File: config.mk
export PLATFORM = sky130hd
export DESIGN_NAME = pipelined_adder_n
export DESIGN_NICKNAME = d
export VERILOG_FILES = /design/src/rtl/adder_pkg.sv /design/src/rtl/adder_chunk.sv /design/src/rtl/pipelined_adder_n.sv
export SDC_FILE = /design/constraint.sdc
export NUM_CORES = 1
export LEC_CHECK = 0
export CAP_MARGIN = 20
export CELL_PAD_IN_SITES_DETAIL_PLACEMENT = 1
export CELL_PAD_IN_SITES_GLOBAL_PLACEMENT = 1
export CORE_ASPECT_RATIO = 0.75
export CORE_MARGIN = 2
export CORE_UTILIZATION = 28
export DETAILED_ROUTE_END_ITERATION = 6
export PLACE_DENSITY_LB_ADDON = 0.3
export SETUP_SLACK_MARGIN = 0.5
export SYNTH_ARGS = -nofsm -noshare
export SYNTH_HDL_FRONTEND = slang
export SYNTH_SLANG_ARGS = --single-unit
File: constraint.sdc
create_clock -name clk -period 7.1 [get_ports clk]
set_input_delay 1.065 -clock clk [delete_from_list [all_inputs] [get_ports clk]]
set_output_delay 1.065 -clock clk [all_outputs]
set_load 0.05 [all_outputs]
File: src/rtl/adder_pkg.sv
// Shared constants and parameter checks for the pipelined adder/subtractor.
package adder_pkg;

    localparam logic ADD = 1'b0;
    localparam logic SUB = 1'b1;

    function automatic bit params_ok(int width, int stages);
        return (stages >= 1) && (width >= stages) && ((width % stages) == 0);
    endfunction

    // Falls back to 1 so elaboration can reach the explicit error instead of a width fault.
    function automatic int chunk_width(int width, int stages);
        return params_ok(width, stages) ? (width / stages) : 1;
    endfunction

endpackage

File: src/rtl/adder_chunk.sv
// Combinational W-bit add with carry-in; also exposes the carry into the MSB for overflow.
module adder_chunk #(
    parameter int W = 4
) (
    input  logic [W-1:0] a,
    input  logic [W-1:0] b,
    input  logic         ci,
    output logic [W-1:0] s,
    output logic         co,
    output logic         c_msb
);

    logic [W:0] full;

    assign full  = {1'b0, a} + {1'b0, b} + {{W{1'b0}}, ci};
    assign s     = full[W-1:0];
    assign co    = full[W];
    // Sum bit = a ^ b ^ carry_in, so the carry into the MSB falls out of the sum.
    assign c_msb = a[W-1] ^ b[W-1] ^ full[W-1];

endmodule

File: src/rtl/pipelined_adder_n.sv
// Pipelined WIDTH-bit adder/subtractor: one carry chunk per stage, skew/de-skew registers,
// and a single global advance enable driven by the output handshake.
module pipelined_adder_n
    import adder_pkg::*;
#(
    parameter int WIDTH  = 16,
    parameter int STAGES = 4
) (
    input  logic             clk,
    input  logic             rst,
    input  logic             in_valid,
    output logic             in_ready,
    input  logic [WIDTH-1:0] a,
    input  logic [WIDTH-1:0] b,
    input  logic             cin,
    input  logic             sub,
    output logic             out_valid,
    input  logic             out_ready,
    output logic [WIDTH-1:0] sum,
    output logic             cout,
    output logic             ovf,
    output logic             busy
);

    localparam int CHUNK = chunk_width(WIDTH, STAGES);

    if (!params_ok(WIDTH, STAGES)) begin : g_param_check
        $error("pipelined_adder_n: WIDTH must be a positive multiple of STAGES");
    end

    // a_q/b_q hold the not-yet-added operand bits shifted down so the next chunk sits at bit 0;
    // s_q accumulates the finished low chunks in place.
    logic [WIDTH-1:0]  a_q [STAGES];
    logic [WIDTH-1:0]  a_d [STAGES];
    logic [WIDTH-1:0]  b_q [STAGES];
    logic [WIDTH-1:0]  b_d [STAGES];
    logic [WIDTH-1:0]  s_q [STAGES];
    logic [WIDTH-1:0]  s_d [STAGES];
    logic [STAGES-1:0] c_q, c_d;
    logic [STAGES-1:0] v_q, v_d;
    logic              ovf_q, ovf_d;

    logic [WIDTH-1:0]  st_a [STAGES];
    logic [WIDTH-1:0]  st_b [STAGES];
    logic [WIDTH-1:0]  st_s [STAGES];
    logic [STAGES-1:0] st_c;
    logic [CHUNK-1:0]  ch_sum [STAGES];
    logic [STAGES-1:0] ch_co;
    logic [STAGES-1:0] ch_cmsb;
    logic              adv;

    always_comb begin
        st_c = '0;
        for (int k = 0; k < STAGES; k++) begin
            st_a[k] = '0;
            st_b[k] = '0;
            st_s[k] = '0;
        end
        st_a[0] = a;
        st_b[0] = (sub == SUB) ? ~b : b;
        st_c[0] = cin ^ sub;
        for (int k = 1; k < STAGES; k++) begin
            st_a[k] = a_q[k-1];
            st_b[k] = b_q[k-1];
            st_c[k] = c_q[k-1];
            st_s[k] = s_q[k-1];
        end
    end

    for (genvar k = 0; k < STAGES; k++) begin : g_chunk
        adder_chunk #(.W(CHUNK)) u_chunk (
            .a     (st_a[k][CHUNK-1:0]),
            .b     (st_b[k][CHUNK-1:0]),
            .ci    (st_c[k]),
            .s     (ch_sum[k]),
            .co    (ch_co[k]),
            .c_msb (ch_cmsb[k])
        );
    end

    always_comb begin
        adv   = out_ready || !v_q[STAGES-1];
        a_d   = a_q;
        b_d   = b_q;
        s_d   = s_q;
        c_d   = c_q;
        v_d   = v_q;
        ovf_d = ovf_q;
        if (adv) begin
            for (int k = 0; k < STAGES; k++) begin
                a_d[k] = st_a[k] >> CHUNK;
                b_d[k] = st_b[k] >> CHUNK;
                s_d[k] = st_s[k] | (WIDTH'(ch_sum[k]) << (k * CHUNK));
                c_d[k] = ch_co[k];
            end
            v_d[0] = in_valid;
            for (int k = 1; k < STAGES; k++) begin
                v_d[k] = v_q[k-1];
            end
            ovf_d = ch_cmsb[STAGES-1] ^ ch_co[STAGES-1];
        end
    end

    always_ff @(posedge clk or posedge rst) begin
        if (rst) begin
            for (int k = 0; k < STAGES; k++) begin
                a_q[k] <= '0;
                b_q[k] <= '0;
                s_q[k] <= '0;
            end
            c_q   <= '0;
            v_q   <= '0;
            ovf_q <= 1'b0;
        end else begin
            a_q   <= a_d;
            b_q   <= b_d;
            s_q   <= s_d;
            c_q   <= c_d;
            v_q   <= v_d;
            ovf_q <= ovf_d;
        end
    end

    assign in_ready  = adv;
    assign out_valid = v_q[STAGES-1];
    assign sum       = s_q[STAGES-1];
    assign cout      = c_q[STAGES-1];
    assign ovf       = ovf_q;
    assign busy      = |v_q;

endmodule

Yosys cells after proc, flatten, opt, wreduce, memory -nomap -nowiden
Cells that the tools add are included.
{"block": "totals", "register_bits": 109, "ramBits": 0, "wordCells": 33, "n_memories": 0, "latch_bits": 0, "mem_bits_ro": 0, "out_inout_bits": 21, "in_bits": 38}
{"block": "classes", "n_shift": 0, "order_cmp": 0, "muxes": 1, "n_addsub": 8, "n_eq_ne": 0, "bitwise": 8, "n_reduce_logical": 3, "mul": 0, "n_div": 0}
{"operator": "$add A4 B4 Y5", "n": 4}
{"operator": "$add A5 B1 Y5", "n": 4}
{"operator": "$mux W16", "n": 1}
{"operator": "$not A16 Y16", "n": 1}
{"operator": "$or A16 B12 Y16", "n": 1}
{"operator": "$or A16 B16 Y16", "n": 1}
{"operator": "$or A4 B8 Y8", "n": 1}
{"operator": "$reduce_or A4 Y1", "n": 1}
{"operator": "$xor A1 B1 Y1", "n": 4}
{"operator": "$logic_not A1 Y1", "n": 1}
{"operator": "$logic_or A1 B1 Y1", "n": 1}

Longest topological paths before layout
Gate-level depths: netlist of the first run.
{"block": "logic_depth", "word_depth": 4, "mapped_depth": 8, "depth_no_buf": 6}

Cells and area by module
From an unflattened synthesis of the first run, not the netlist that was laid out.
{"block": "unflattened", "cells_unflattened": 312, "area_unflattened_um2": 4535.6}
{"mod": "pipelined_adder_n", "area_each_um2": 3970.1, "seq_area_each_um2": 2427.3, "cells_per_inst": 244, "n_inst": 1}
{"mod": "adder_chunk", "area_each_um2": 141.4, "seq_area_each_um2": 0.0, "cells_per_inst": 17, "n_inst": 4}

Worst setup path before layout of the first run
No wires, ideal clock.
{"block": "synth_path", "kind": "input to register", "startpoint": "in sub", "endpoint": "reg c_q[0]", "arrival_ns": 2.715, "path_buffers": 2, "setup_time_ns": 0.140, "stages": 8, "t_required_ns": 6.960, "path_slack_ns": 4.245, "cell_sequence": "buf_4 -> buf_6 -> xor2_1 -> fa_1 -> fa_1 -> a21o_1 -> a21oi_1 -> a21oi_1"}
{"block": "synth_via", "elab_chain_cells": 3, "word_cells_on_any_way": 4, "classes_between": "2 x add/sub; 1 x mux; 1 x bitwise"}
{"item": "start, declared", "line_no": "pipelined_adder_n.sv:16", "source": "input logic sub,"}
{"item": "$mux W16", "line_no": "pipelined_adder_n.sv:60", "source": "st_b[0] = (sub == SUB) ? ~b : b;"}
{"item": "$add A4 B4 Y5", "line_no": "adder_chunk.sv:15", "source": "assign full = {1'b0, a} + {1'b0, b} + {{W{1'b0}}, ci};"}
{"item": "$add A5 B1 Y5 *", "line_no": "adder_chunk.sv:15"}
{"item": "end signal, assigned", "line_no": "pipelined_adder_n.sv:111", "source": "c_q <= '0;"}
{"item": "end signal, assigned", "line_no": "pipelined_adder_n.sv:118", "source": "c_q <= c_d;"}
{"item": "end, declared", "line_no": "pipelined_adder_n.sv:39", "source": "logic [STAGES-1:0] c_q, c_d;"}
Every way passes the cells marked *; elsewhere a longest branch is shown, timed or not.
A chain may end at the register's enable or synchronous reset.

Worst setup path after layout of the first run
{"block": "layout_path", "startpoint": "in out_ready", "endpoint": "out in_ready"}
{"block": "layout_via", "elab_chain_cells": 1}
{"item": "start, declared", "line_no": "pipelined_adder_n.sv:18", "source": "input logic out_ready,"}
{"item": "$logic_or A1 B1 Y1", "line_no": "pipelined_adder_n.sv:82", "source": "adv = out_ready || !v_q[STAGES-1];"}
{"item": "end, declared", "line_no": "pipelined_adder_n.sv:12", "source": "output logic in_ready,"}
No other way between the ends.

==> results of run 1 <==
[where the power goes]
part           internal [mW]  switching [mW]  total [mW]
clock network          0.232           0.195       0.426
logic                  0.367           0.605       0.972
registers              0.801           0.150       0.951
[synth_stat cells]
cell type	count	area (sq um)
xnor2_1	15	131
inv_4	1	6.26
dfrtp_1	97	2430
nor2b_1	1	6.26
fa_1	8	160
o21ai_0	20	100
a21o_1	7	52.6
nand2_1	227	852
nor2_1	8	30.0
clkbuf_2	1	5.00
a21oi_2	2	17.5
nand2b_1	1	6.26
ha_1	12	150
buf_4	22	165
nor2b_2	1	8.76
buf_2	11	55.1
a21oi_1	12	60.1
buf_6	5	56.3
inv_1	4	15.0
xor2_1	11	96.3
or4_1	1	7.51
o21ai_1	1	5.00
[metal layers]
layer  share of wire, %  wire, um  vias to the layer above  GRT usage, %
met4                1.4       126                        0          3.62
met1                 54      4790                     1375          16.5
met2                 40      3560                       54          15.2
met3                4.3       382                       10          3.10
li1                   -         -                     1492             -
met5                  0         0                        -             0
[flip-flops by register name, summed over array words and instances (netlist names)]
| name | flops |
|---|---|
| v_q | 4 |
| ovf | 1 |
| s_q | 24 |
| sum | 16 |
| a_q | 24 |
| c_q | 4 |
| b_q | 24 |
[per-stage QoR]
stage	hold slack (ps)	cells	worst slack, ps	area, sq um
after global routing	490	708	2700	5240
final	465	708	2790	5240
after floorplan	439	468	3500	4410
after CTS	474	708	2790	5240
after detailed placement	460	694	2800	4990
after global placement	451	694	2790	4990
[worst max-delay path: stages]
cell             delay (ps)
clkdlybuf4s50_1         510
nor2b_4                  60
inv_4                   560
clkdlybuf4s50_1         950
[kinds of logic after synthesis]
| group | after synthesis | share of synthesized area (%) |
|---|---|---|
| AOI/OAI and AO/OA | 42 | 5.33 |
| xor gates and xnor gates | 26 | 5.16 |
| adders and majority gates | 20 | 7.03 |
| buffers and inverters | 44 | 6.86 |
| DFF | 97 | 55.0 |
| and+or+nand+nor | 239 | 20.6 |
[final cells by class]
cell class | count | area, sq um
fill | 1763 | 10100
clock buffer | 10 | 229
tap | 205 | 256
timing repair buffer | 60 | 596
sequential | 97 | 2430
clock inverter | 4 | 22.5
multi-input combinational | 327 | 1690
inverter | 5 | 23.8
[path summary, 6_finish.rpt]
path / startpoint / endpoint / slack [ps] / cells past startpoint
worst max register to register: a_q[16] / ovf / 5060 / 6
worst min register to register: sum[3] / sum[3] / 460 / 2
max in group asynchronous: rst / b_q[33] / 4850 / 3
worst max-delay path: out_ready / in_ready / 2790 / 4
min in group asynchronous: rst / sum[3] / 1080 / 2
worst min-delay path: sum[3] / sum[3] / 460 / 2
==> flow_metrics.env, run 1 <==
export IMPL_grt_overflow=0
export IMPL_post_route_drc_count=0
export IMPL_initial_core_util_pct=28.8
export IMPL_finalCritPeriodShare_pct=60.7
export IMPL_layout_drive_gt1_share_pct=3.98
export IMPL_cts_made_buffers=9
export IMPL_antenna_found_initial=0
export IMPL_first_global_vias=2995
export IMPL_syn_area_sq_um=4410
export IMPL_cts_tree="done"
export IMPL_ys_warn_count=0
export IMPL_wl_mm=8.85
export IMPL_routed_via_density=4.14
export IMPL_critPathCaptureType="output port"
export IMPL_io_buffers=58
export IMPL_ys_ff_latch=97
export IMPL_num_rows=39
export IMPL_final_nets=558
export IMPL_ir_drop_v=0.000144
export IMPL_first_iter_violations=124
export IMPL_utilization_pct=34.2
export IMPL_cp_arrival_ps=3250
export IMPL_rsz0062_at_grt="false"
export IMPL_synth_seq_area_share_pct=55.0
export IMPL_post_cts_buffers=0
export IMPL_diodes=0
export IMPL_period_needed_ps=4310
export IMPL_max_freq_ghz=0.232
export IMPL_mostFrequentLayoutCell="nand2_1"
export IMPL_worst_slew_pin_transition_ps=1040
export IMPL_die_y_um=113
export IMPL_die_area_sq_um=16800
export IMPL_ys_types=22
export IMPL_syn2layout_area_growth_pct=18.8
export IMPL_grtUsageTotal_pct=11.0
export IMPL_grt_pass1_wl_mm=14.8
export IMPL_p_total_mw=2.35
export IMPL_clk_pin_slew_ps=60
export IMPL_die_w_um=149
export IMPL_h_tree_depth=3
export IMPL_vias=2931
export IMPL_clock_sinks=97
export IMPL_routedWlPerCell_um=12.5
export IMPL_postCtsHoldBufs=0
export IMPL_status="complete, no violations"
export IMPL_place_gp_congestion=0.685
export IMPL_io_pins=59
export IMPL_ant_nets=0
export IMPL_synth_cells=468
export IMPL_cp_required_ps=6030
export IMPL_synth_nets=526
export IMPL_coreArea_sq_um=15300
export IMPL_clk_latency_ps=340
export IMPL_setup_tns_ps=0
export IMPL_first_pass_iters=4
export IMPL_cts_resized=0
export IMPL_final_cell_mix="227 x nand2_1, 97 x dfrtp_1, 58 x clkdlybuf4s50_1, 20 x o21ai_0, 15 x xnor2_1"
export IMPL_setup_viol=0
export IMPL_cap_violations=0
export IMPL_crit_type="in2out"
export IMPL_cts_buffer_depth=2
export IMPL_hold_path_class="reg2reg"
export IMPL_critPathLaunchType="input port"
export IMPL_grt_max_degree=107
export IMPL_cp_max_fo=88
export IMPL_hold_viol_final=0
export IMPL_cts_root_buffer="clkbuf_16"
export IMPL_timing_slew_headroom_pct=30.8
export IMPL_skew_ps=4.93
export IMPL_power_per_cell_area_nw_per_um2=448
export IMPL_syn_avg_cell_area_sq_um=9.43
export IMPL_hpwl_mm=6.00
export IMPL_leakagePower_nw=2.55
export IMPL_maxSlewViolCount=0
(Power assumes the default switching activity.)
==> run 2: changes to the inputs <==
==> constraint.sdc (replaced) <==
create_clock -name clk -period 4.25 [get_ports clk]
set_input_delay 0.6375 -clock clk [delete_from_list [all_inputs] [get_ports clk]]
set_output_delay 0.6375 -clock clk [all_outputs]
set_load 0.05 [all_outputs]
==> flow_metrics.env, run 2 (synthesis gave the netlist of run 1 again) <==
export IMPL_status="complete, no violations"
export IMPL_post_cts_buffers=0
export IMPL_power_per_cell_area_nw_per_um2=757
export IMPL_h_tree_depth=3
export IMPL_worst_slew_pin_transition_ps=1050
export IMPL_critPathLaunchType="input port"
export IMPL_leakagePower_nw=2.57
export IMPL_design_area_sq_um=5290
export IMPL_setup_tns_ps=0
export IMPL_die_y_um=113
export IMPL_die_w_um=149
export IMPL_cp_max_fo=3
export IMPL_hold_viol_final=0
export IMPL_cts_made_buffers=9
export IMPL_num_rows=39
export IMPL_final_cells=709
export IMPL_timing_slew_headroom_pct=29.8
export IMPL_reg2reg_from="a_q[16]"
export IMPL_skew_ps=4.66
export IMPL_whs_endpoint="sum[8]"
export IMPL_vias=2929
export IMPL_post_dp_cell_area_sq_um=5010
export IMPL_reg2regPathDepth=6
export IMPL_cp_arrival_ps=2080
export IMPL_antenna_found_initial=0
export IMPL_period_needed_ps=2720
export IMPL_cts_resized=0
export IMPL_postCtsHoldBufs=0
export IMPL_final_nets=561
export IMPL_post_route_drc_count=0
export IMPL_reg2reg_to="ovf"
export IMPL_syn2layout_area_growth_pct=19.8
export IMPL_cts_buffer_depth=2
export IMPL_n_fill_cell=1790
export IMPL_top_regs="a_q: 24 flops, b_q: 24 flops, s_q: 24 flops"
export IMPL_clock_sinks=97
export IMPL_initial_core_util_pct=28.8
export IMPL_timing_hold_ws_ps=465
export IMPL_clk_latency_ps=350
export IMPL_maxSlewViolCount=0
export IMPL_rrSetupSlack_ps=2210
export IMPL_hpwl_mm=6.31
export IMPL_ant_nets=0
export IMPL_cap_violations=0
export IMPL_hold_path_class="reg2reg"
export IMPL_mostFrequentLayoutCell="nand2_1"
export IMPL_wl_mm=9.21
export IMPL_max_freq_ghz=0.368
export IMPL_grt_max_degree=107
export IMPL_finalCritPeriodShare_pct=63.9
export IMPL_diodes=0
export IMPL_final_cell_mix="227 x nand2_1, 97 x dfrtp_1, 58 x clkdlybuf4s50_1, 20 x o21ai_0, 15 x xnor2_1"
export IMPL_grt_overflow=0
export IMPL_place_gp_congestion=0.714
export IMPL_rsz0062_at_grt="false"
export IMPL_die_area_sq_um=16800
export IMPL_p_total_mw=4.00
export IMPL_cts_root_buffer="clkbuf_16"
export IMPL_first_pass_iters=4
export IMPL_worstHoldStart="sum[8]"
export IMPL_critPathCaptureType="output port"
export IMPL_first_global_vias=3100
export IMPL_cts_tree="done"
export IMPL_crit_type="in2out"
export IMPL_coreArea_sq_um=15300
export IMPL_grt_pass1_wl_mm=15.6
export IMPL_layout_drive_gt1_share_pct=4.17
export IMPL_routedWlPerCell_um=13.0
export IMPL_ir_drop_v=0.000217
export IMPL_io_pins=59
export IMPL_grtUsageTotal_pct=11.8
export IMPL_io_buffers=58
export IMPL_cp_required_ps=3610
export IMPL_routed_via_density=4.13
export IMPL_whs_path_depth=2
export IMPL_clk_pin_slew_ps=60
export IMPL_setup_viol=0
export IMPL_dp_cells=697
export IMPL_first_iter_violations=176
[run 2: changes by cell type in the layout (fill, tap and decap cells not counted), sizes merged]
cell,change
buf,+3
bufinv,+1
clkbuf,+1
clkinv,-3
clkinvlp,-1
[run 2: critical path, cell delays in order]
cell and delay (ps):
clkdlybuf4s50_1 510, nor2b_4 60, inv_4 70, clkdlybuf4s50_1 800
[run 2: cell type report]
cell class	count	area, sq um	area share [%]
flip-flops and latches	97	2430	45.9
well taps	205	256	4.85
inverters	5	23.8	0.450
clock buffers	11	243	4.59
repair buffers	63	618	11.7
clock inverters	1	30.0	0.568
multi-input cells	327	1690	31.9
[run 2: how the worst max path moves through the flow]
stage | from | to | slack [ps]
floorplan | rst | a_q[16] | 1080
global placement | sub | c_q[0] | 1370
detailed placement | sub | c_q[0] | 1300
CTS | out_ready | in_ready | 1510
global route | out_ready | in_ready | 1500
finish | out_ready | in_ready | 1530
[run 2: report_power, final]
| part | internal, mW | switching (mW) |
|---|---|---|
| combinational | 0.618 | 1.02 |
| clock | 0.459 | 0.319 |
| sequential | 1.34 | 0.246 |
| total | 2.42 | 1.59 |
[run 2: metal layers]
metal	track usage (%)	wire (um)	vias to the layer above	part of all wire, %
met3	4.27	396	7	4.3
li1	-	-	1494	-
met1	17.0	4880	1374	53
met2	16.7	3810	54	41
met4	3.43	116	0	1.3
met5	0	0	-	0
[run 2: per-stage QoR]
stage	setup WS [ps]	utilization (%)
after detailed placement	1300	32.7
final	1530	34.5
after CTS	1510	34.5
after floorplan	1080	-
after global placement	1370	32.7
after global routing	1500	34.5
